<file path="src/rtl/sat_counter.sv">
// sat_counter: event counter that sticks at all-ones instead of rolling over.
module sat_counter #(
    parameter int CNT_W = 8
) (
    input  logic             clk,
    input  logic             reset,
    input  logic             inc,
    output logic [CNT_W-1:0] count
);
    logic [CNT_W-1:0] count_q, count_d;
    always_comb count_d = (inc && !(&count_q)) ? count_q + CNT_W'(1) : count_q;
    always_ff @(posedge clk or negedge reset)
        if (!reset) count_q <= '0;
        else        count_q <= count_d;
    assign count = count_q;
endmodule

</file>
<file path="config.mk">
export PLATFORM = sky130hd
export DESIGN_NAME = sat_counter
export DESIGN_NICKNAME = d
export VERILOG_FILES = /design/src/rtl/sat_counter.sv
export SDC_FILE = /design/constraint.sdc
export NUM_CORES = 1
export LEC_CHECK = 0
export BUFFER_PORTS_ARGS = -buffer_cell sky130_fd_sc_hd__buf_4
export CORE_AREA = 2 2 39 41
export CTS_BUF_LIST = sky130_fd_sc_hd__clkbuf_8
export CTS_CLUSTER_SIZE = 24
export DETAILED_ROUTE_END_ITERATION = 12
export DIE_AREA = 0 0 41 43
export GPL_ROUTABILITY_DRIVEN = 0
export PLACE_DENSITY = 0.54
export SYNTH_ARGS = -nofsm -noshare
export SYNTH_HDL_FRONTEND = slang
export SYNTH_SLANG_ARGS = --single-unit
</file>
<file path="constraint.sdc">
create_clock -name clk -period 2.5 [get_ports clk]
set_clock_uncertainty 0.1 [all_clocks]
set_input_delay 0.25 -clock clk [delete_from_list [all_inputs] [get_ports clk]]
set_output_delay 0.25 -clock clk [all_outputs]
set_load 0.02 [all_outputs]
</file>
==> reports/qor.txt, run 1 <==
RSZ-0062 raised after global routing - false
first-iteration detailed-routing DRC count - 0
fin crit share - 59.89%
Ports - 11
Tot Pwr - 0.7040 mW
Critical Path Fanout Max - 4
pwr/cell area - 1312 nW/um^2
die height - 43 um
Setup CP Type - reg2reg
M1 GR Usage - 17.70%
commonest non-fill, non-tap cells in the layout - buf_4 (10), dfrtp_1 (8), xnor2_1 (4)
CTS tree - done
syn nets - 39
Root Driver - clkbuf_8
post-CTS sizing - 0
Inst Count DP - 61
Fin. Hold Viols - 0
CP endpoint kind - flop
outcome - finished, final reports clean
CTS clk-pin slew, worst paths - 0.04 ns
critical path data arrival time - 1.51 ns
Fmax - 667.9 MHz
vias in the first global route - 288
Seq cells post-synth - 8
Antenna diodes - 0
Slew Viols, Final - 0
Worst Setup SP - count[0]
largest net degree at the start of global routing - 9
Peak VDD IR - 0.5288 mV
FP Rows - 14
DP HPWL - 590 um
post-layout min period - 1.497 ns
gr usage total - 11.52%
Post-route DRC - 0
synth warn - 0
post-synthesis compound-gate area fraction - 13.46%
met3 Usage GRT - 3.141%
# fillers - 143
multiplexer area fraction after synthesis - 2.885%
Slew @ Worst Pin - 0.2287 ns
xor/xnor share of the synthesized area - 8.974%
gr ovfl total - 0
Netlist cell types - 18
max reg flops - 8
Sum Neg Setup Slack - 0 ns
layout cells sized above 1 - 30.61%
Post-Syn Area - 390.4 sq um
main combinational cell family by area after synthesis - simple AND/OR/NAND/NOR gates
fin nets - 55
total CTS buffers - 3
endpoints failing setup - 0
average wire per standard cell - 11.89 um
Die Width - 41 um
leakage power total - 0.2358 nW
worst min-delay path startpoint - inc
most used routing layer in global routing - met1
HP Class - in2reg
Die ar. - 1763 sq um
Max Root-Sink Buffers - 2
vias per cell - 4.985
Synth Area in Simple Gates - 19.23%
Initial Utilization - 28.21%
WL final - 773 um
sequential fraction of the synthesis area - 51.28%
Post-Syn Instances - 35
Synth Area in Adders - 3.205%
Pre-antenna DRT Iters - 1
core area - 1384 sq um
area grow syn2layout - 37.50%
met2 GRT Util - 12.19%
initial antenna violation count - 0
Worst EP required - 2.51 ns
RR Startpoint - count[0]
slew margin rel. - 84.59%
vias - 324
insertion delay to the later sink of the worst-skew pair - 0.23 ns
H-Tree Depth - 1
CTS Sinks - 8
max cap viols - 0
non-filler instance count after layout - 65
remaining antenna violation count - 0
port bufs - 10
Syn Area/Cell - 11.15 sq um
CP startpoint kind - flop
commonest non-fill, non-tap cell in the layout - buf_4
first-pass GRT wire length - 1304 um
==> area by class of cell <==
| cell class | count | area (sq um) | area share [%] |
|---|---|---|---|
| clock buffers | 3 | 41.29 | 7.692 |
| repair buffers | 11 | 85.08 | 15.85 |
| inverters | 1 | 3.754 | 0.6993 |
| multi-input cells | 26 | 186.4 | 34.73 |
| flip-flops and latches | 8 | 200.2 | 37.30 |
| well taps | 16 | 20.02 | 3.730 |
==> synthesized netlist by cell type <==
master / n / share of area (%)
o21ai_0: 1 / 1.3
mux2_1: 1 / 2.9
and2_1: 1 / 1.6
a2bb2oi_1: 1 / 2.2
nand3_1: 3 / 3.8
nand4_1: 1 / 1.6
and4_1: 1 / 2.2
inv_1: 1 / 0.96
o211ai_1: 2 / 3.8
o21ai_2: 1 / 2.2
nand2_1: 2 / 1.9
nor2b_1: 1 / 1.6
nand4_2: 1 / 3.2
and3_1: 2 / 3.2
a21oi_1: 3 / 3.8
ha_1: 1 / 3.2
dfrtp_1: 8 / 51
xnor2_1: 4 / 9.0
==> critical path: stages (launching register included) <==
cell and delay, ns:
dfrtp_1 0.39, ha_1 0.22, nand3_1 0.14, o21ai_2 0.19, mux2_1 0.33
==> cell families after synthesis <==
kind of cell	after synthesis
buf+inv	1
mux	1
compound gates	8
simple gates	12
xor+xnor	4
fa+ha+maj	1
flops	8
==> metal layers <==
layer / part of all wire, % / wire length, um
met5: 0 / 0
met4: 0.91 / 7
met3: 5.7 / 44
met2: 44 / 337
met1: 50 / 383
==> worst paths after layout <==
kind,end,slack (ns),depth (start not counted)
setup / recovery,count[1],1.00,4
hold / removal,count[0],0.24,3
setup reg to reg,count[1],1.00,4
hold reg to reg,count[0],0.43,1
max in group asynchronous,count[2],1.89,2
min in group asynchronous,count[5],0.28,2
==> metrics by stage <==
stage / area (sq um) / hold slack (ns) / util, % / worst slack (ns)
finish: 536.8 / 0.2362 / 38.79 / 1.003
global route: 536.8 / 0.2651 / 38.79 / 0.8857
CTS: 536.8 / 0.2366 / 38.79 / 0.9921
detailed placement: 485.5 / -0.02347 / 35.08 / 0.9982
global placement: 485.5 / -0.02205 / 35.08 / 1.044
floorplan: 390.4 / -0.1456 / - / 0.9529
==> report_power, final <==
part           leakage [nW]  internal [mW]  switching (mW)  total (mW)
logic                 0.121          0.137           0.147       0.284
clock network        0.0216          0.104          0.0510       0.155
registers            0.0936          0.188          0.0769       0.264
total                 0.236          0.429           0.275       0.704
==> timing repair <==
action,in CTS,in global routing
setup buffers,0,0
setup endpoints to repair,0,0
endpoints found under the hold margin,8,0
hold buffers,1,0
No activity file was read; power rests on OpenSTA's default activity.
==> run 2: changes to the inputs <==
clock period = 1.4 ns   (was 2.5 ns; I/O delays follow)
==> reports/qor.txt, run 2 (synthesized netlist as in run 1, its figures left out) <==
Max Root-Sink Buffers - 2
WL final - 837 um
Fin. Hold Viols - 0
pwr/cell area - 2367 nW/um^2
area grow syn2layout - 56.09%
Reg2Reg Setup Slack - 0.06 ns
Setup CP Type - reg2reg
Post-CTS Setup Inserts - 0
Slew @ Worst Pin - 0.2146 ns
DP HPWL - 645.5 um
crit path cell chain - ha_4, nand3_2, o21ai_2, mux2_4
max reg flops - 8
CP endpoint kind - flop
remaining antenna violation count - 0
path depth of the worst reg2reg path - 4
Fmax - 746.8 MHz
Die ar. - 1763 sq um
CTS Sinks - 8
CP startpoint kind - flop
Root Driver - clkbuf_8
fin nets - 61
Die Width - 41 um
FP Rows - 14
CP top delay family - flip-flops
Inst Count DP - 67
CTS tree - done
crit path to - count[1]
most used routing layer in global routing - met1
Crit path depth - 4
minimum hold slack - 0.1368 ns
total CTS buffers - 3
M1 GR Usage - 17.76%
Critical Path Fanout Max - 4
buffers and inverters on the worst path - 0
vias per cell - 4.667
non-filler instance count after layout - 72
met3 Usage GRT - 4.712%
gr ovfl total - 0
average wire per standard cell - 11.63 um
commonest non-fill, non-tap cells in the layout - buf_4 (16), dfrtp_1 (6), xnor2_1 (4), a21oi_1 (3), clkbuf_8 (3)
RR Startpoint - count[1]
Post-route DRC - 0
endpoints failing setup - 0
commonest non-fill, non-tap cell in the layout - buf_4
initial antenna violation count - 0
max cap viols - 0
H-Tree Depth - 1
Initial Utilization - 28.21%
die height - 43 um
# fillers - 135
CTS clk-pin slew, worst paths - 0.04 ns
Worst EP required - 1.41 ns
outcome - finished, final reports clean
Peak VDD IR - 1.120 mV
port bufs - 10
leakage power total - 0.2743 nW
Antenna diodes - 0
layout cells sized above 1 - 46.43%
CP max-delay cell - dfrtp_2
slew margin rel. - 85.54%
Sequential Area - 202.7 sq um
gr usage total - 12.34%
slowest stage delay, CP - 0.39 ns
Slew Viols, Final - 0
RSZ-0062 raised after global routing - false
largest net degree at the start of global routing - 9
first-pass GRT wire length - 1414 um
met2 GRT Util - 14.69%
r2r endpoint - count[1]
critical path data arrival time - 1.35 ns
vias - 336
area of the multi-input gates - 207.7 sq um
post-layout min period - 1.339 ns
HP Class - in2reg
Pre-antenna DRT Iters - 4
Ports - 11
fin crit share - 95.65%
vias in the first global route - 305
Worst Setup SP - count[1]
insertion delay to the later sink of the worst-skew pair - 0.23 ns
first-iteration detailed-routing DRC count - 9
core area - 1384 sq um
run 2: per-layer routing:
metal	up-vias	part of all wire (%)
li1	170	-
met5	-	0
met3	2	7.5
met4	0	0.72
met1	152	45
met2	12	47
run 2: worst min path at each step:
stage | endpoint | slack [ns] | start | depth (start not counted)
3_5_place_dp | count[5] | -0.13 | reset | 1
3_3_place_gp | count[5] | -0.13 | reset | 1
4_1_cts | count[2] | 0.14 | inc | 3
2_1_floorplan | count[0] | -0.26 | reset | 0
6_report | count[2] | 0.14 | inc | 3
5_1_grt | count[2] | 0.17 | inc | 3
run 2: timing repair:
action,4_1_cts,5_1_grt
hold buffers,1,0
hold endpoints to repair,8,0
setup endpoints to repair,0,1
gates resized for setup,0,1
run 2: report_power, final:
part / internal [mW] / leakage (nW) / switching (mW) / total, mW
logic: 0.376 / 0.156 / 0.348 / 0.724
clock network: 0.190 / 0.0269 / 0.0920 / 0.282
registers: 0.341 / 0.0916 / 0.0958 / 0.437
total: 0.907 / 0.274 / 0.536 / 1.44
run 2: through the flow:
step,power [mW],cell area [sq um],setup TNS (ns),utilization (%),setup WS [ns]
after floorplan,0.8127,410.4,-0.02680,-,-0.02680
after global placement,1.139,550.5,0,39.78,0.04549
after detailed placement,1.147,550.5,0,39.78,0.01937
after CTS,1.445,605.6,0,43.76,0.01050
after global routing,1.572,609.3,0,44.03,0.003728
final,1.442,609.3,0,44.03,0.06092
run 2: layout make-up:
cell class	count	area share, %
multi-input cells	26	34.09
repair buffers	17	21.36
flip-flops and latches	8	33.26
inverters	1	0.6160
well taps	16	3.285
clock buffers	3	6.776
clock inverters	1	0.6160
run 2: worst min-delay path: cells and delay by family:
kind                   cells  cell delay, ns
buffers and inverters      1            0.10
AO/OA/AOI/OAI              2            0.17
==> run 3: changes to the inputs <==
ABC_AREA = 1   (was unset)
PLACE_DENSITY = 0.61   (was 0.54)
==> reports/qor.txt, run 3 <==
outcome - finished, final reports clean
Die Width - 41 um
Post-synth ARST share - 100.0%
commonest non-fill, non-tap cell in the layout - nand2_1
H-Tree Depth - 1
Worst EP required - 1.42 ns
Top FF cell, synth - dfrtp_1
largest net degree at the start of global routing - 9
Syn Area/Cell - 7.666 sq um
post-layout min period - 1.319 ns
Sequential Area - 202.7 sq um
CTS tree - done
non-filler instance count after layout - 94
sequential fraction of the synthesis area - 41.45%
max reg flops - 8
largest area contributor in the netlist - dfrtp_1
Slew Viols, Final - 0
Synth top area share - 41.45%
final setup margin - 0.08103 ns
Root Driver - clkbuf_8
vias - 424
Inst Count DP - 90
Sum Neg Setup Slack - 0 ns
slew margin rel. - 85.27%
total CTS buffers - 3
synth cell count leaders - nand2_1 (27), dfrtp_1 (8), nor2_1 (6)
Die ar. - 1763 sq um
Post-synth EDFFs - 0
Worst Setup SP - count[1]
vias per cell - 4.511
layout cells sized above 1 - 30.77%
initial antenna violation count - 0
RSZ-0062 raised after global routing - false
die height - 43 um
leakage power total - 0.3182 nW
first-iteration detailed-routing DRC count - 8
worst min-delay path startpoint - inc
FP Rows - 14
first-pass GRT wire length - 1545 um
critical path data arrival time - 1.34 ns
CP startpoint kind - flop
fin nets - 84
commonest non-fill, non-tap cells in the layout - nand2_1 (27), buf_4 (11), nor2_1 (6), dfrtp_1 (6), inv_1 (5)
Critical Path Fanout Max - 7
# fillers - 136
gr usage total - 13.85%
area grow syn2layout - 32.90%
Pre-antenna DRT Iters - 4
insertion delay to the later sink of the worst-skew pair - 0.23 ns
Peak VDD IR - 1.018 mV
port bufs - 10
gr ovfl total - 0
Slew @ Worst Pin - 0.2209 ns
Ports - 11
Post-route DRC - 0
core area - 1384 sq um
syn nets - 67
max cap viols - 0
Initial Utilization - 34.90%
CTS clk-pin slew, worst paths - 0.04 ns
Max Root-Sink Buffers - 2
RR Startpoint - count[1]
CTS Sinks - 8
Post-CTS Setup Inserts - 0
Seq cells post-synth - 8
Setup CP Type - reg2reg
area of the multi-input gates - 260.3 sq um
endpoints failing setup - 0
average wire per standard cell - 10.48 um
WL final - 985 um
Fmax - 758.2 MHz
vias in the first global route - 362
fin crit share - 94.21%
HP Class - in2reg
Netlist cell types - 18
CP endpoint kind - flop
most used standard cell by instance count after synthesis - nand2_1
remaining antenna violation count - 0
Fin. Hold Viols - 0
DP HPWL - 727 um
pwr/cell area - 1705 nW/um^2
Post-Syn Instances - 63
Post-Syn Area - 483.0 sq um
pre-CTS setup slack - 0.04993 ns
synth warn - 0
Antenna diodes - 0
top post-synthesis cells by area - dfrtp_1 (41%), nand2_1 (21%), nor2_1 (4.7%)
run 3: cell count changes after synthesis, sizes merged, moves of 2 or more:
cell,delta
o211ai,-2
nand2,+28
nand4,-2
xnor2,-3
a21oi,-2
inv,+5
nor2,+9
and3,-2
run 3: logic make-up (layout without fill, tap and decap cells):
| group | after synthesis | after routing | synth area share (%) |
|---|---|---|---|
| buffers and inverters | 6 | 21 | 5.183 |
| DFF | 8 | 8 | 41.45 |
| adders and majority gates | 1 | 1 | 2.590 |
| and+or+nand+nor | 44 | 44 | 45.08 |
| AOI/OAI and AO/OA | 2 | 2 | 2.071 |
| xor gates and xnor gates | 2 | 2 | 3.628 |
run 3: critical path: stages (launching register included):
cell and delay [ns]:
dfrtp_2 0.39, ha_2 0.21, inv_1 0.07, nor2_4 0.12
nand2_4 0.09, nand2_8 0.09, inv_4 0.04, nand2_1 0.05
nand2_1 0.05
run 3: final timing paths:
check,slack (ns),cells after the start,endpoint
max,0.08,8,count[5]
min,0.15,4,count[1]
max reg2reg,0.08,8,count[5]
min reg2reg,0.44,2,count[1]
max in group asynchronous,0.88,2,count[0]
min in group asynchronous,0.17,2,count[6]
run 3: metrics by stage:
stage          instance area, sq um  hold WS (ns)  utilization [%]  power, mW
6_report                      641.9        0.1485            46.38      1.094
5_1_grt                       641.9        0.1553            46.38      1.174
4_1_cts                       639.4        0.1453            46.20      1.106
3_5_place_dp                  588.1       -0.1314            42.50     0.8152
3_3_place_gp                  588.1       -0.1315            42.50     0.8132
2_1_floorplan                 485.5       -0.2556                -     0.6436
run 3: layer usage:
metal  vias up  track usage, %  part of all wire, %
met4         0           14.00                  3.0
met3         4           5.236                  5.6
met2        12           17.19                   43
li1        226               -                    -
met1       182           16.78                   48
met5         -               0                    0
run 3: power breakdown:
part           internal (mW)  switching (mW)  total [mW]
Clock                  0.186          0.0928       0.279
Combinational          0.177           0.235       0.412
Sequential             0.303           0.100       0.403
run 3: timing repair:
| item | in CTS | in global routing |
|---|---|---|
| resized for setup | 0 | 1 |
| setup endpoints to repair | 0 | 5 |
| hold buffers | 1 | 0 |
| hold endpoints to repair | 8 | 0 |
run 3: final cells by class:
class	instances	area share, %
Inverter	6	3.899
Multi-Input combinational cell	49	40.55
Tap cell	16	3.119
Clock buffer	3	6.433
Sequential cell	8	31.58
Timing Repair Buffer	12	14.42
